===== src/rtl/throw_pkg.sv =====
// Shared types and default trajectory constants for the throw X/Y generators.
package throw_pkg;

    typedef enum logic [1:0] {
        IDLE = 2'd0,
        RISE = 2'd1,
        FALL = 2'd2
    } throw_state_t;

    localparam int Y_IDLE_DEF     = 768;
    localparam int Y_LAUNCH_DEF   = 454;
    localparam int Y_GROUND_DEF   = 768;
    localparam int SPEED_DEF_DEF  = 20;
    localparam int SPEED_MAX_DEF  = 40;
    localparam int UP_TICKS_DEF   = 250000;
    localparam int DOWN_TICKS_DEF = 100000;

    // Counter width able to hold max(a, b) - 1, never narrower than one bit.
    function automatic int tick_cnt_w(input int a, input int b);
        int m;
        m = (a > b) ? a : b;
        return (m > 1) ? $clog2(m) : 1;
    endfunction

endpackage


===== src/rtl/tick_divider.sv =====
// Free-running step counter: tick is high in the cycle where the count equals period.
module tick_divider #(
    parameter int MAX_W = 18
) (
    input  logic             clk60MHz,
    input  logic             rst,
    input  logic             clr,
    input  logic [MAX_W-1:0] period,
    output logic             tick
);

    logic [MAX_W-1:0] cnt;

    assign tick = !clr && (cnt == period);

    always_ff @(posedge clk60MHz or posedge rst) begin
        if (rst) begin
            cnt <= '0;
        end else if (clr || tick) begin
            cnt <= '0;
        end else begin
            cnt <= cnt + 1'b1;
        end
    end

endmodule


===== src/rtl/throw_ypos_gen.sv =====
// Vertical trajectory of a thrown object: decelerating rise, apex, accelerating fall
// clamped at the ground line. state_dbg exposes the FSM for checkers.
module throw_ypos_gen
    import throw_pkg::*;
#(
    parameter int Y_W        = 12,
    parameter int SPD_W      = 6,
    parameter int Y_IDLE     = Y_IDLE_DEF,
    parameter int Y_LAUNCH   = Y_LAUNCH_DEF,
    parameter int Y_GROUND   = Y_GROUND_DEF,
    parameter int SPEED_DEF  = SPEED_DEF_DEF,
    parameter int SPEED_MAX  = SPEED_MAX_DEF,
    parameter int UP_TICKS   = UP_TICKS_DEF,
    parameter int DOWN_TICKS = DOWN_TICKS_DEF
) (
    input  logic             clk60MHz,
    input  logic             rst,
    input  logic             start,
    input  logic [SPD_W-1:0] speed_init,
    input  logic             abort,
    output logic [Y_W-1:0]   ypos,
    output logic             busy,
    output logic             apex,
    output logic             landed,
    output throw_state_t     state_dbg
);

    localparam int CNT_W = tick_cnt_w(UP_TICKS, DOWN_TICKS);
    localparam int YS_W  = Y_W + 1;

    localparam logic [Y_W-1:0]   Y_IDLE_V    = Y_W'(Y_IDLE);
    localparam logic [Y_W-1:0]   Y_LAUNCH_V  = Y_W'(Y_LAUNCH);
    localparam logic [Y_W-1:0]   Y_GROUND_V  = Y_W'(Y_GROUND);
    localparam logic [YS_W-1:0]  Y_GROUND_S  = YS_W'(Y_GROUND);
    localparam logic [SPD_W-1:0] SPEED_DEF_V = SPD_W'(SPEED_DEF);
    localparam logic [SPD_W-1:0] SPEED_MAX_V = SPD_W'(SPEED_MAX);
    localparam logic [CNT_W-1:0] UP_PER      = CNT_W'(UP_TICKS - 1);
    localparam logic [CNT_W-1:0] DOWN_PER    = CNT_W'(DOWN_TICKS - 1);

    throw_state_t     state;
    logic [SPD_W-1:0] speed;
    logic [SPD_W-1:0] speed_base;
    logic [SPD_W-1:0] speed_sel;
    logic [Y_W-1:0]   speed_y;
    logic [YS_W-1:0]  fall_sum;
    logic [CNT_W-1:0] period;
    logic             clr;
    logic             tick;

    // The counter only runs while airborne; abort restarts it from zero.
    assign clr        = abort || !(state == RISE || state == FALL);
    assign period     = (state == FALL) ? DOWN_PER : UP_PER;
    assign speed_base = (speed_init == '0) ? SPEED_DEF_V : speed_init;
    assign speed_sel  = (speed_base > SPEED_MAX_V) ? SPEED_MAX_V : speed_base;
    assign speed_y    = Y_W'(speed);
    assign fall_sum   = {1'b0, ypos} + YS_W'(speed);
    assign state_dbg  = state;

    tick_divider #(
        .MAX_W (CNT_W)
    ) u_tick (
        .clk60MHz (clk60MHz),
        .rst      (rst),
        .clr      (clr),
        .period   (period),
        .tick     (tick)
    );

    always_ff @(posedge clk60MHz or posedge rst) begin
        if (rst) begin
            state  <= IDLE;
            ypos   <= Y_IDLE_V;
            speed  <= SPEED_DEF_V;
            busy   <= 1'b0;
            apex   <= 1'b0;
            landed <= 1'b0;
        end else begin
            apex   <= 1'b0;
            landed <= 1'b0;
            if (abort) begin
                state <= IDLE;
                ypos  <= Y_IDLE_V;
                busy  <= 1'b0;
            end else begin
                case (state)
                    IDLE: begin
                        ypos <= Y_IDLE_V;
                        if (start) begin
                            state <= RISE;
                            ypos  <= Y_LAUNCH_V;
                            speed <= speed_sel;
                            busy  <= 1'b1;
                        end
                    end
                    RISE: begin
                        if (tick) begin
                            if (speed > SPD_W'(1)) begin
                                ypos  <= (ypos > speed_y) ? ypos - speed_y : '0;
                                speed <= speed - 1'b1;
                            end else begin
                                state <= FALL;
                                apex  <= 1'b1;
                            end
                        end
                    end
                    FALL: begin
                        if (tick) begin
                            if (fall_sum >= Y_GROUND_S) begin
                                state  <= IDLE;
                                ypos   <= Y_GROUND_V;
                                busy   <= 1'b0;
                                landed <= 1'b1;
                            end else begin
                                ypos  <= fall_sum[Y_W-1:0];
                                speed <= (speed >= SPEED_MAX_V) ? SPEED_MAX_V : speed + 1'b1;
                            end
                        end
                    end
                    default: begin
                        state <= IDLE;
                        ypos  <= Y_IDLE_V;
                        speed <= SPEED_DEF_V;
                        busy  <= 1'b0;
                    end
                endcase
            end
        end
    end

endmodule


===== config.mk =====
export PLATFORM = sky130hd
export DESIGN_NAME = throw_ypos_gen
export DESIGN_NICKNAME = d
export VERILOG_FILES = /design/src/rtl/throw_pkg.sv /design/src/rtl/tick_divider.sv /design/src/rtl/throw_ypos_gen.sv
export SDC_FILE = /design/constraint.sdc
export NUM_CORES = 1
export LEC_CHECK = 0
export BUFFER_PORTS_ARGS = -buffer_cell sky130_fd_sc_hd__buf_2
export CORE_AREA = 5 5 95 79
export CTS_BUF_LIST = sky130_fd_sc_hd__clkbuf_4 sky130_fd_sc_hd__clkbuf_8
export CTS_CLUSTER_SIZE = 14
export DETAILED_ROUTE_END_ITERATION = 10
export DIE_AREA = 0 0 100 84
export HOLD_SLACK_MARGIN = 0.02
export PLACE_DENSITY_LB_ADDON = 0.1
export RECOVER_POWER = 100
export SLEW_MARGIN = 10
export SYNTH_ARGS = -nofsm -noshare
export SYNTH_HDL_FRONTEND = slang
export SYNTH_SLANG_ARGS = --single-unit

===== constraint.sdc =====
create_clock -name clk60MHz -period 3.1 [get_ports clk60MHz]
set_input_delay 0.155 -clock clk60MHz [delete_from_list [all_inputs] [get_ports clk60MHz]]
set_output_delay 0.155 -clock clk60MHz [all_outputs]
set_load 0.01 [all_outputs]

==> summary.txt <==
Status
  – Outcome: finished, final reports clean

Yosys
  – Yosys top cell area share: 27.14%
  – FF+latch count, synth: 41
  – Largest cells by area after synthesis: dfrtp_1 27%, ha_1 8.1%, nor2_1 4.1%
  – Seq/Total Area, Yosys: 30.22%
  – Ys Warns: 0
  – Predominant post-synthesis flop cell: dfrtp_1
  – Area leader, netlist: dfrtp_1
  – Synthesized area: 0.003412 mm^2
  – Async S/R FF share, synth: 100.0%
  – Syn_area_per_cell: 8.404 um^2
  – Syn Nets: 440
  – Synth top cells by count: 37 x dfrtp_1, 37 x nor2_1, 29 x nand2_1, 28 x inv_1, 26 x a21oi_1
  – Synth cell types: 71
  – Number of synthesized flops with an enable pin: 0
  – Post-Synthesis Cells: 406

Floorplan
  – IO Pins: 27
  – Die area: 0.008400 mm^2
  – Die H: 84 um
  – Chip Width: 100 um
  – Rows: 27
  – Placeable Area: 0.006588 mm^2
  – Initial core utilization: 51.79%

Detailed routing
  – Wirelength per Cell: 18.21 um
  – Residual DRC count: 0
  – Pre-Repair DR Iteration Count: 5
  – Via/cell ratio: 6.116
  – Routed via count: 3364
  – Routed WL: 10.02 mm
  – DR iter-0 viols: 277
  – Antenna-violating nets left: 0

Pwr
  – P_int: 0.001815 W
  – Power density over the cells: 848.3 mW/mm^2
  – Clock power frac: 13.3%
  – Sw Share: 46.98%
  – Max VDD drop: 0.4890 mV
  – Overall power: 0.003424 W
  – Sequential power share: 22.2%
  – Net Switching: 0.001609 W
  – Comb power frac: 64.5%
  – Pleak: 1.766 nW

Worst setup path
  – Slowest-stage cell, CP: or3b_4
  – CP max FO: 7
  – Worst setup path start: speed[1]
  – R2R Setup Slk: 0.11 ns
  – WP data required: 3.29 ns
  – Reg2Reg Depth: 11
  – Crit-path cells: inv_1, ha_1, or3b_4, nand3_2, o221a_4, buf_4, o21ai_1, nor4_1, buf_4, nand2_1, a221o_1
  – Largest stage delay, worst path: 0.43 ns
  – R2r endpoint: state_dbg[1]
  – Crit end category: register
  – Worst R2R Start: speed[1]
  – CP Depth: 11
  – Delay-heaviest family, CP: simple AND/OR/NAND/NOR gates
  – Most frequent cell on the critical path: buf_4
  – CP Data Arrival Time: 3.18 ns
  – CP Class: register to register
  – WP buf/inv: 3
  – CP endpoint: state_dbg[1]
  – Setup crit start kind: register

Global route
  – Antenna violations before repair: 0
  – GRT overflow: 0
  – Largest net degree at the start of global routing: 25
  – Vias in the first global route: 3119
  – First-pass GRT wire length: 16.24 mm
  – Total GRT Usage: 23.94%

Final layout
  – Non-filler instance count after layout: 550
  – N_diodes: 0
  – Area growth, synth to finish: 18.30%
  – Final Net Count: 496
  – Register area: 0.001031 mm^2
  – Fillers: 625
  – Multi-input gate area: 0.002275 mm^2
  – Layout cells sized above 1: 18.79%

STA
  – Final Cycle Share: 96.43%
  – Layout Skew: 0.008850 ns
  – Worst slew pin tran: 1.023 ns
  – Fin. Hold Viols: 0
  – Max Clock Freq: 0.3345 GHz
  – Final setup vio count: 0
  – Slew HR: 31.77%
  – Min Clock Period, post-route: 2.989 ns
  – Slew Viols, Final: 0

Run
  – Max-Cap Viols: 0

Clocking
  – CTS H-tree depth: 2
  – Clock Pin Slew Worst Setup and Hold Paths: 0.09 ns
  – Hold Buf Count CTS: 0
  – Clock Tree Root: clkbuf_8
  – CTS sink cnt: 41
  – Clk_lat worst skew: 0.30 ns
  – Clk buf depth: 2
  – CTS tree: built
  – Num CTS Buffers: 5

Placed design
  – DP Cell Count: 541
  – Port Buf Inserts: 26
  – Gpl congestion: 0.8927
  – Post-DP HPWL: 7.725 mm

Hold path
  – Worst Hold Class: input pin to async pin
[flip-flops by register name (all words and copies together) (netlist names)]
register and cells:
u_tick.cnt 18, ypos 12, speed 6, state_dbg 2
apex 1, busy 1, landed 1
[logic make-up after synthesis]
kind of cell             share of synthesized area, %
AO/OA/AOI/OAI                                   23.40
flip-flops                                      30.22
buffers and inverters                           5.720
multiplexers                                    2.200
adder cells (fa/ha/maj)                         9.241
AND/OR/NAND/NOR                                 23.32
XOR/XNOR                                        5.904
[layout by cell type, fill, tap and decap left out, types with 15 or more instances in the layout]
cell type / n
nand3_1: 19
nor3_1: 15
ha_1: 19
nand2_1: 29
inv_1: 26
clkbuf_1: 18
dfrtp_1: 37
nor2_1: 37
a21oi_1: 26
buf_4: 34
o21ai_0: 20
[worst register-to-register path: cells and delay by family, from the launching register on]
kind	cells	cell delay, ns
adders and majority gates	1	0.30
buffers and inverters	3	0.52
and+or+nand+nor	4	1.07
AOI/OAI and AO/OA	3	0.63
DFF	1	0.38
[worst min path at each step]
stage               start            to  slack, ns  cells past startpoint
floorplan           start       ypos[9]       0.35                      3
global route          rst  state_dbg[1]       0.12                      2
global placement      rst          apex       0.40                      2
CTS                   rst  state_dbg[1]       0.09                      2
finish                rst          busy       0.06                      2
detailed placement    rst  state_dbg[1]       0.42                      2
[repair_timing]
| item | in CTS | in global routing |
|---|---|---|
| pin swaps | 0 | 1 |
| gates resized for setup | 2 | 8 |
| endpoints found under the hold margin | 0 | 0 |
| setup buffers | 1 | 0 |
| endpoints found under the setup margin | 5 | 10 |
[power by group through the flow]
| stage | logic, W | clock network, W | registers, W |
|---|---|---|---|
| 2_1_floorplan | 0.00138 | 0 | 0.000788 |
| 3_3_place_gp | 0.00210 | 0 | 0.000767 |
| 3_5_place_dp | 0.00214 | 0 | 0.000769 |
| 4_1_cts | 0.00217 | 0.000455 | 0.000761 |
| 5_1_grt | 0.00241 | 0.000489 | 0.000776 |
| 6_report | 0.00221 | 0.000457 | 0.000759 |
[metrics by stage]
step	utilization (%)	area, um^2	setup TNS (ns)	hold slack (ns)	setup slack, ns
finish	61.27	4036	0	0.05766	0.1106
global route	61.27	4036	-0.03957	0.1214	-0.03957
CTS	61.35	4041	0	0.09095	0.02856
detailed placement	59.35	3910	-0.03363	0.4167	-0.01386
global placement	59.35	3910	0	0.4020	0.04177
floorplan	-	3460	0	0.3488	0.006869
[routing by layer]
| layer | global-route usage [%] | vias to the layer above | wire, um |
|---|---|---|---|
| met1 | 37.33 | 1629 | 5024 |
| met3 | 3.258 | 10 | 605 |
| met4 | 4.039 | 0 | 95 |
| met2 | 35.37 | 125 | 4294 |
| met5 | 0 | - | 0 |
| li1 | - | 1600 | - |
[layout make-up]
| class | instances | share of cell area, % |
|---|---|---|
| inverters | 29 | 2.697 |
| clock inverters | 3 | 1.147 |
| well taps | 87 | 2.697 |
| multi-input cells | 318 | 56.35 |
| flip-flops and latches | 41 | 25.54 |
| repair buffers | 67 | 9.857 |
| clock buffers | 5 | 1.705 |
No activity file was read; power rests on OpenSTA's default activity.
